--- src/rtl/bcd_convert_ctrl.sv ---
// Serial 8-bit binary to 3-digit BCD converter (shift-and-add-3) with registered 7-segment outputs.
// Optional macro BCD_BLANK_LEADING_ZERO_EN blanks leading zeros on HEX2/HEX1.
module bcd_convert_ctrl #(
   parameter int SEG_ACTIVE_LOW = 1
) (
   input  logic        Clock,
   input  logic        Reset,
   input  logic        start,
   input  logic [7:0]  bin,
   output logic        busy,
   output logic        done,
   output logic [11:0] bcd,
   output logic [6:0]  HEX2,
   output logic [6:0]  HEX1,
   output logic [6:0]  HEX0
);

   // Patterns are tabulated active-low; XOR flips them for active-high boards.
   localparam logic [6:0] SEG_POL = (SEG_ACTIVE_LOW != 0) ? 7'h00 : 7'h7F;
   localparam logic [6:0] SEG_BLANK = 7'h7F ^ SEG_POL;
   localparam logic [6:0] SEG_ZERO  = 7'h40 ^ SEG_POL;
`ifdef BCD_BLANK_LEADING_ZERO_EN
   localparam logic [6:0] SEG_LEAD_RST = SEG_BLANK;
`else
   localparam logic [6:0] SEG_LEAD_RST = SEG_ZERO;
`endif

   function automatic logic [6:0] seg7(input logic [3:0] d);
      logic [6:0] p;
      case (d)
         4'd0: p = 7'h40;
         4'd1: p = 7'h79;
         4'd2: p = 7'h24;
         4'd3: p = 7'h30;
         4'd4: p = 7'h19;
         4'd5: p = 7'h12;
         4'd6: p = 7'h02;
         4'd7: p = 7'h78;
         4'd8: p = 7'h00;
         4'd9: p = 7'h10;
         default: p = 7'h7F;
      endcase
      return p ^ SEG_POL;
   endfunction

   typedef enum logic [1:0] {IDLE, SHIFT, DONE} state_t;

   state_t      state_q, state_d;
   logic [3:0]  count_q, count_d;
   logic [11:0] scratch_q, scratch_d;
   logic [7:0]  sr_q, sr_d;
   logic [11:0] bcd_q, bcd_d;
   logic [6:0]  hex2_q, hex2_d, hex1_q, hex1_d, hex0_q, hex0_d;
   logic [11:0] adj;

   always_comb begin
      adj = scratch_q;
      for (int i = 0; i < 3; i++)
         if (scratch_q[i*4 +: 4] >= 4'd5) adj[i*4 +: 4] = scratch_q[i*4 +: 4] + 4'd3;
   end

   always_comb begin
      state_d   = state_q;
      count_d   = count_q;
      scratch_d = scratch_q;
      sr_d      = sr_q;
      bcd_d     = bcd_q;
      hex2_d    = hex2_q;
      hex1_d    = hex1_q;
      hex0_d    = hex0_q;
      case (state_q)
         IDLE: begin
            if (start) begin
               sr_d      = bin;
               scratch_d = '0;
               count_d   = '0;
               state_d   = SHIFT;
            end
         end
         SHIFT: begin
            // Eight shifts on count 0..7; count 8 is the hand-off cycle into DONE.
            if (count_q == 4'd8) begin
               bcd_d  = scratch_q;
               hex0_d = seg7(scratch_q[3:0]);
`ifdef BCD_BLANK_LEADING_ZERO_EN
               hex2_d = (scratch_q[11:8] == 4'd0) ? SEG_BLANK : seg7(scratch_q[11:8]);
               hex1_d = (scratch_q[11:4] == 8'd0) ? SEG_BLANK : seg7(scratch_q[7:4]);
`else
               hex2_d = seg7(scratch_q[11:8]);
               hex1_d = seg7(scratch_q[7:4]);
`endif
               state_d = DONE;
            end else begin
               {scratch_d, sr_d} = {adj, sr_q} << 1;
               count_d = count_q + 4'd1;
            end
         end
         DONE:    state_d = IDLE;
         default: state_d = IDLE;
      endcase
   end

   always_ff @(posedge Clock) begin
      if (Reset) begin
         state_q   <= IDLE;
         count_q   <= '0;
         scratch_q <= '0;
         sr_q      <= '0;
         bcd_q     <= '0;
         hex2_q    <= SEG_LEAD_RST;
         hex1_q    <= SEG_LEAD_RST;
         hex0_q    <= SEG_ZERO;
      end else begin
         state_q   <= state_d;
         count_q   <= count_d;
         scratch_q <= scratch_d;
         sr_q      <= sr_d;
         bcd_q     <= bcd_d;
         hex2_q    <= hex2_d;
         hex1_q    <= hex1_d;
         hex0_q    <= hex0_d;
      end
   end

   assign busy = (state_q != IDLE);
   assign done = (state_q == DONE);
   assign bcd  = bcd_q;
   assign HEX2 = hex2_q;
   assign HEX1 = hex1_q;
   assign HEX0 = hex0_q;

endmodule

--- config.mk ---
export PLATFORM = sky130hd
export DESIGN_NAME = bcd_convert_ctrl
export DESIGN_NICKNAME = d
export VERILOG_FILES = /design/src/rtl/bcd_convert_ctrl.sv
export SDC_FILE = /design/constraint.sdc
export NUM_CORES = 1
export LEC_CHECK = 0
export CORE_MARGIN = 2
export CORE_UTILIZATION = 34
export DETAILED_ROUTE_END_ITERATION = 8
export PLACE_DENSITY = 0.59
export SYNTH_ARGS = -nofsm -noshare
export SYNTH_HDL_FRONTEND = slang
export SYNTH_SLANG_ARGS = --single-unit
export TNS_END_PERCENT = 100
--- constraint.sdc ---
create_clock -name Clock -period 2.46 [get_ports Clock]
set_clock_uncertainty 0.15 [all_clocks]
set_input_delay 0.492 -clock Clock [delete_from_list [all_inputs] [get_ports Clock]]
set_output_delay 0.492 -clock Clock [all_outputs]
set_load 0.02 [all_outputs]
---- Yosys cells after proc, flatten, opt, wreduce, memory -nomap -nowiden ----
Memory sizes are Yosys's and may differ from the RTL's. A register that Yosys moved wholly into a read port is not among the register bits.
Index checks and enable logic that the tools add are counted.
word-level totals
  flip-flop bits (word level) ............. 38
  memory bits (read-only) ................. 336
  bits of input ports ..................... 11
  output and inout port bits .............. 35
  logic and storage cells ................. 42
  memories kept ........................... 3
memories
  memory            depth  bits a word  read ports  clocked after memory_dff  write ports  line  text
  (name not given)  16     7            1           1                         0            30    case (d)
  (name not given)  16     7            1           1                         0            30
  (name not given)  16     7            1           1                         0            30
cells by class
  $add $sub $neg .......................... 4
  magnitude comparators ................... 3
  eq/ne operators ......................... 6
  mux-type cells .......................... 15
  reductions and logical operators ........ 6
operators with widths
  operator             number
  $mux 12              2
  $pmux 12 s2          1
  $mux 4               4
  $mux 8               2
  $pmux 8 s2           1
  $ge 4x3->1 const B   3
  $add 4x2->4 const B  2
  $pmux 4 s2           1
  $ne 2x2->1 const B   3
  $add 4x1->4 const B  1
  $eq 4x4->1 const B   1
  $mux 2               2
  $pmux 2 s2           1
  $reduce_and 2->1     2
  $reduce_bool 2->1    2
  $add 3x2->3 const B  1
  $mux 3               1
  $reduce_and 3->1     1
  $eq 2x1->1 const B   1
  $eq 2x2->1 const B   1
  $logic_not 2->1      1

---- Depth between registers and ports, before layout ----
  depth in word-level cells ............... 4
  mapped depth ............................ 9
  depth with buffers taken out ............ 6

---- Worst setup path after synthesis ----
No wires, ideal clock.
  path kind ............................... register to register
  from .................................... register count_q[0]
  to ...................................... register count_q[2]
  setup time .............................. 0.116 ns
  arrival ................................. 1.615 ns
  required time ........................... 2.194 ns
  slack ................................... 0.578 ns
  stages on the path, launching flop included .. 7
  path buffers ............................ 0
  period minus slack after synthesis ...... 1.882 ns
  cells stage by stage .................... dfxtp_1 -> inv_1 -> ha_1 -> and3b_1 -> a211oi_2 -> a2111oi_0 -> a31o_2
on the way
  longest elaborated chain between the ends .. 3
  elaborated cells on any way between the ends .. 6
  classes of those cells .................. add/sub (1); eq/ne (2); mux (2); reduce/logical (1)
RTL lines
  item                                                   line    text
  start, declared                                        49      logic [3:0] count_q, count_d;
  start signal, assigned                                 115     count_q <= count_d;
  $add 4x1->4 / $eq 4x4->1 (equally long branches)       95, 82
  $mux 4 / $ne 2x2->1 (equally long branches)            -
  $pmux 4 s2 / $reduce_and 3->1 (equally long branches)  -
Several ways; a longest one is shown, not always the timed one. The select of a mux whose other input is x is not followed.
A chain may end at the register's enable or synchronous reset.

---- Worst setup path after layout ----
  from .................................... register count_q[0]
  to ...................................... register sr_q[5]
on the way
  longest elaborated chain between the ends .. 3
RTL lines
  item                        line  text
  $eq 4x4->1                  82    if (count_q == 4'd8) begin
  $ne 2x2->1 (no line)        -
  $reduce_and 3->1 (no line)  -
  end signal, assigned        117   sr_q <= sr_d;
  end, declared               51    logic [7:0] sr_q, sr_d;
No other way between the ends.

==> reports/results.ini <==
[status]
status = finished, final reports clean

[cts]
cts_root_buffer = clkbuf_8
cts_setup_buffers = 0
postCtsHoldBufs = 0
clkLatencyLatePin_ps = 330
cts_max_level = 3
cts_buffers = 9
cts_tree = yes
cts.clk_slew.worst_paths_ps = 60
cts_resized = 0
max-clock-path-buffers = 2
clock_sinks = 59

[logic_synthesis]
synth.top_cell.area_share_pct = 39.7
syn_avg_cell_area_um2 = 8.16
synth_area_leaders = dfxtp_1, ha_1, a21oi_1
syn-num-nets = 395
yosysTopAreaCell = dfxtp_1
ys_seq_elements = 59
yosys.cell_types.count = 41
synthCells = 365
ys_warn_count = 0
synth-seq-area-share_pct = 39.7
syn_area_um2 = 2980

[global_routing]
grt_usage_pct = 14.5
grt_pass1_vias = 2448
grt_max_degree = 27
grt_overflow_total = 0
antenna_found_initial = 0
grt_first_pass_wirelength_mm = 11.4

[setup_path]
crit_fanout = 15
crit_chain = inv_1 -> ha_1 -> and3b_1 -> a211oi_2 -> buf_4 -> nor2_1 -> a211oi_1
crit_path_end_kind = flop
worst_ep_arrival_time_ps = 2260
slowest_stage = a211oi_2
cp.required_ps = 2560
path_class = reg -> reg
crit_path_start_kind = flop
rrSetupSlack_ps = 300
ff2ff_path_depth = 7
max_stage_delay_ps = 440
critPathBufInv = 2
r2r_end = sr_q[5]$_SDFFE_PP0P_
critPathTopFamily = compound AO/OA/AOI/OAI gates
timing.rr.start = count_q[0]$_SDFFE_PP0P_

[sta]
hold_viol_final = 0
rsz0062_at_grt = no
post-route-period-util_pct = 88.0
period_minus_slack_ps = 2160
slew_headroom_pct = 51.5
fmax_ghz = 0.462
tns_ps = 0
finalMaxSlewViolations = 0
whs_ps = 301
worst_pin_slew_ps = 728
setup_viol = 0

[worst_hold_path]
holdPathEnd = HEX0[0]$_SDFFE_PP0P_
min-delay-start = HEX0[0]$_SDFFE_PP0P_
min_path_type = reg -> reg
min_path_cells = 2

[placed_design]
gp_congestion = 0.840
dpl_cell_area_um2 = 3520
dp_hpwl_mm = 4.65
portBuffers = 45
placed_cells = 502

[drt]
routed_wirelength_mm = 6.58
via_count = 2593
drc = 0
viasPerCell = 5.03
ant_nets = 0
wl_per_cell_um = 12.8
first_pass_iters = 4
drtIter0Drc = 68

[floorplan]
start_util_pct = 34.7
pin_count = 46
die_w_um = 97.6
rows = 34
die_y_um = 97.6
dieArea_um2 = 9520
core_area_um2 = 8590

[power_and_ir_drop]
peakVddDrop_mv = 0.279
p_leak_nw = 1.29
powerDensity_nw_per_um2 = 539

[finish]
fillers = 884
syn_to_final_growth_pct = 24.9
final_common_cell = dfxtp_1
finalInstanceArea_um2 = 3720
fin_cells = 516
final_cell_mix = dfxtp_1, nand2_1, a21oi_1
post-route-util_pct = 43.3
nets = 435
diodes = 0
drive_gt1_share_pct = 7.84

[flow_run]
cap_violations = 0

-- cells in the mapped netlist (all sizes together) --
cell / instances
o32ai: 2
o41ai: 1
or4: 3
and2: 2
nor2b: 2
xnor2: 4
o211ai: 4
nor2: 27
nand2: 51
and3b: 1
o221ai: 7
ha: 19
and2b: 1
a21oi: 48
dfxtp: 59
o21ai: 11
buf: 9
a2111oi: 1
a311o: 2
inv: 20
nor4b: 1
o22ai: 4
clkbuf: 17
a211o: 3
nor3b: 3
nor4: 3
nand3b: 1
or3: 9
o311ai: 2
a31o: 2
mux2i: 9
nand2b: 7
or2: 1
a211oi: 11
nand3: 6
a21o: 2
nor3: 10
-- worst max path at each step --
stage                             from                 endpoint  cells past startpoint
2_1_floorplan  count_q[0]$_SDFFE_PP0P_  count_q[2]$_SDFFE_PP0P_                      6
3_3_place_gp                     start     sr_q[4]$_SDFFE_PP0P_                      6
3_5_place_dp                     start     sr_q[1]$_SDFFE_PP0P_                      6
4_1_cts        state_q[1]$_SDFFE_PP0P_                     busy                      3
5_1_grt        count_q[0]$_SDFFE_PP0P_     sr_q[7]$_SDFFE_PP0P_                      7
6_report       count_q[0]$_SDFFE_PP0P_     sr_q[5]$_SDFFE_PP0P_                      7
-- cells by family (layout without fill, tap and decap cells) --
logic type	Yosys count	after routing	share of synthesized area, %
xor+xnor	4	4	1.18
flops	59	59	39.7
simple gates	128	128	20.2
fa+ha+maj	19	19	7.98
mux	9	9	3.03
buf+inv	46	89	6.55
compound gates	100	100	21.4
-- registers in the layout, summed over array words and instances, names as in the netlist --
name	count
HEX2	7
bcd	12
state_q	2
HEX1	7
scratch_q	12
sr_q	8
HEX0	7
count_q	4
-- worst reg2reg max path: stages, from the launching register on --
cell and delay, ps:
dfxtp_1 390, inv_1 60, ha_1 200, and3b_1 310, a211oi_2 440, buf_4 280
nor2_1 60, a211oi_1 190
-- layer usage --
metal	vias up	routed length, um	GRT usage [%]
met4	0	102	6.73
met1	1174	3420	19.9
met5	-	0	0
met2	48	2800	21.9
met3	10	253	2.88
li1	1361	-	-
-- cell type report --
class                   count  area [um2]  area share [%]
clock inverters             2        35.0           0.942
repair buffers             55         520            14.0
flip-flops and latches     59        1180            31.8
multi-input cells         260        1610            43.2
clock buffers              12         165            4.44
inverters                  20        75.1            2.02
well taps                 108         135            3.63
-- metrics by stage --
| stage | setup WS, ps | total power, mW |
|---|---|---|
| 2_1_floorplan | 578 | 1.08 |
| 3_3_place_gp | 285 | 1.12 |
| 3_5_place_dp | 231 | 1.13 |
| 4_1_cts | 279 | 2.03 |
| 5_1_grt | 73.7 | 2.09 |
| 6_report | 296 | 2.00 |
-- report_power, final --
group / internal, mW / total (mW) / switching (mW)
registers: 0.970 / 0.982 / 0.0116
clock network: 0.538 / 0.899 / 0.361
logic: 0.0520 / 0.122 / 0.0703
total: 1.56 / 2.00 / 0.443
No activity file was read; power rests on OpenSTA's default activity.
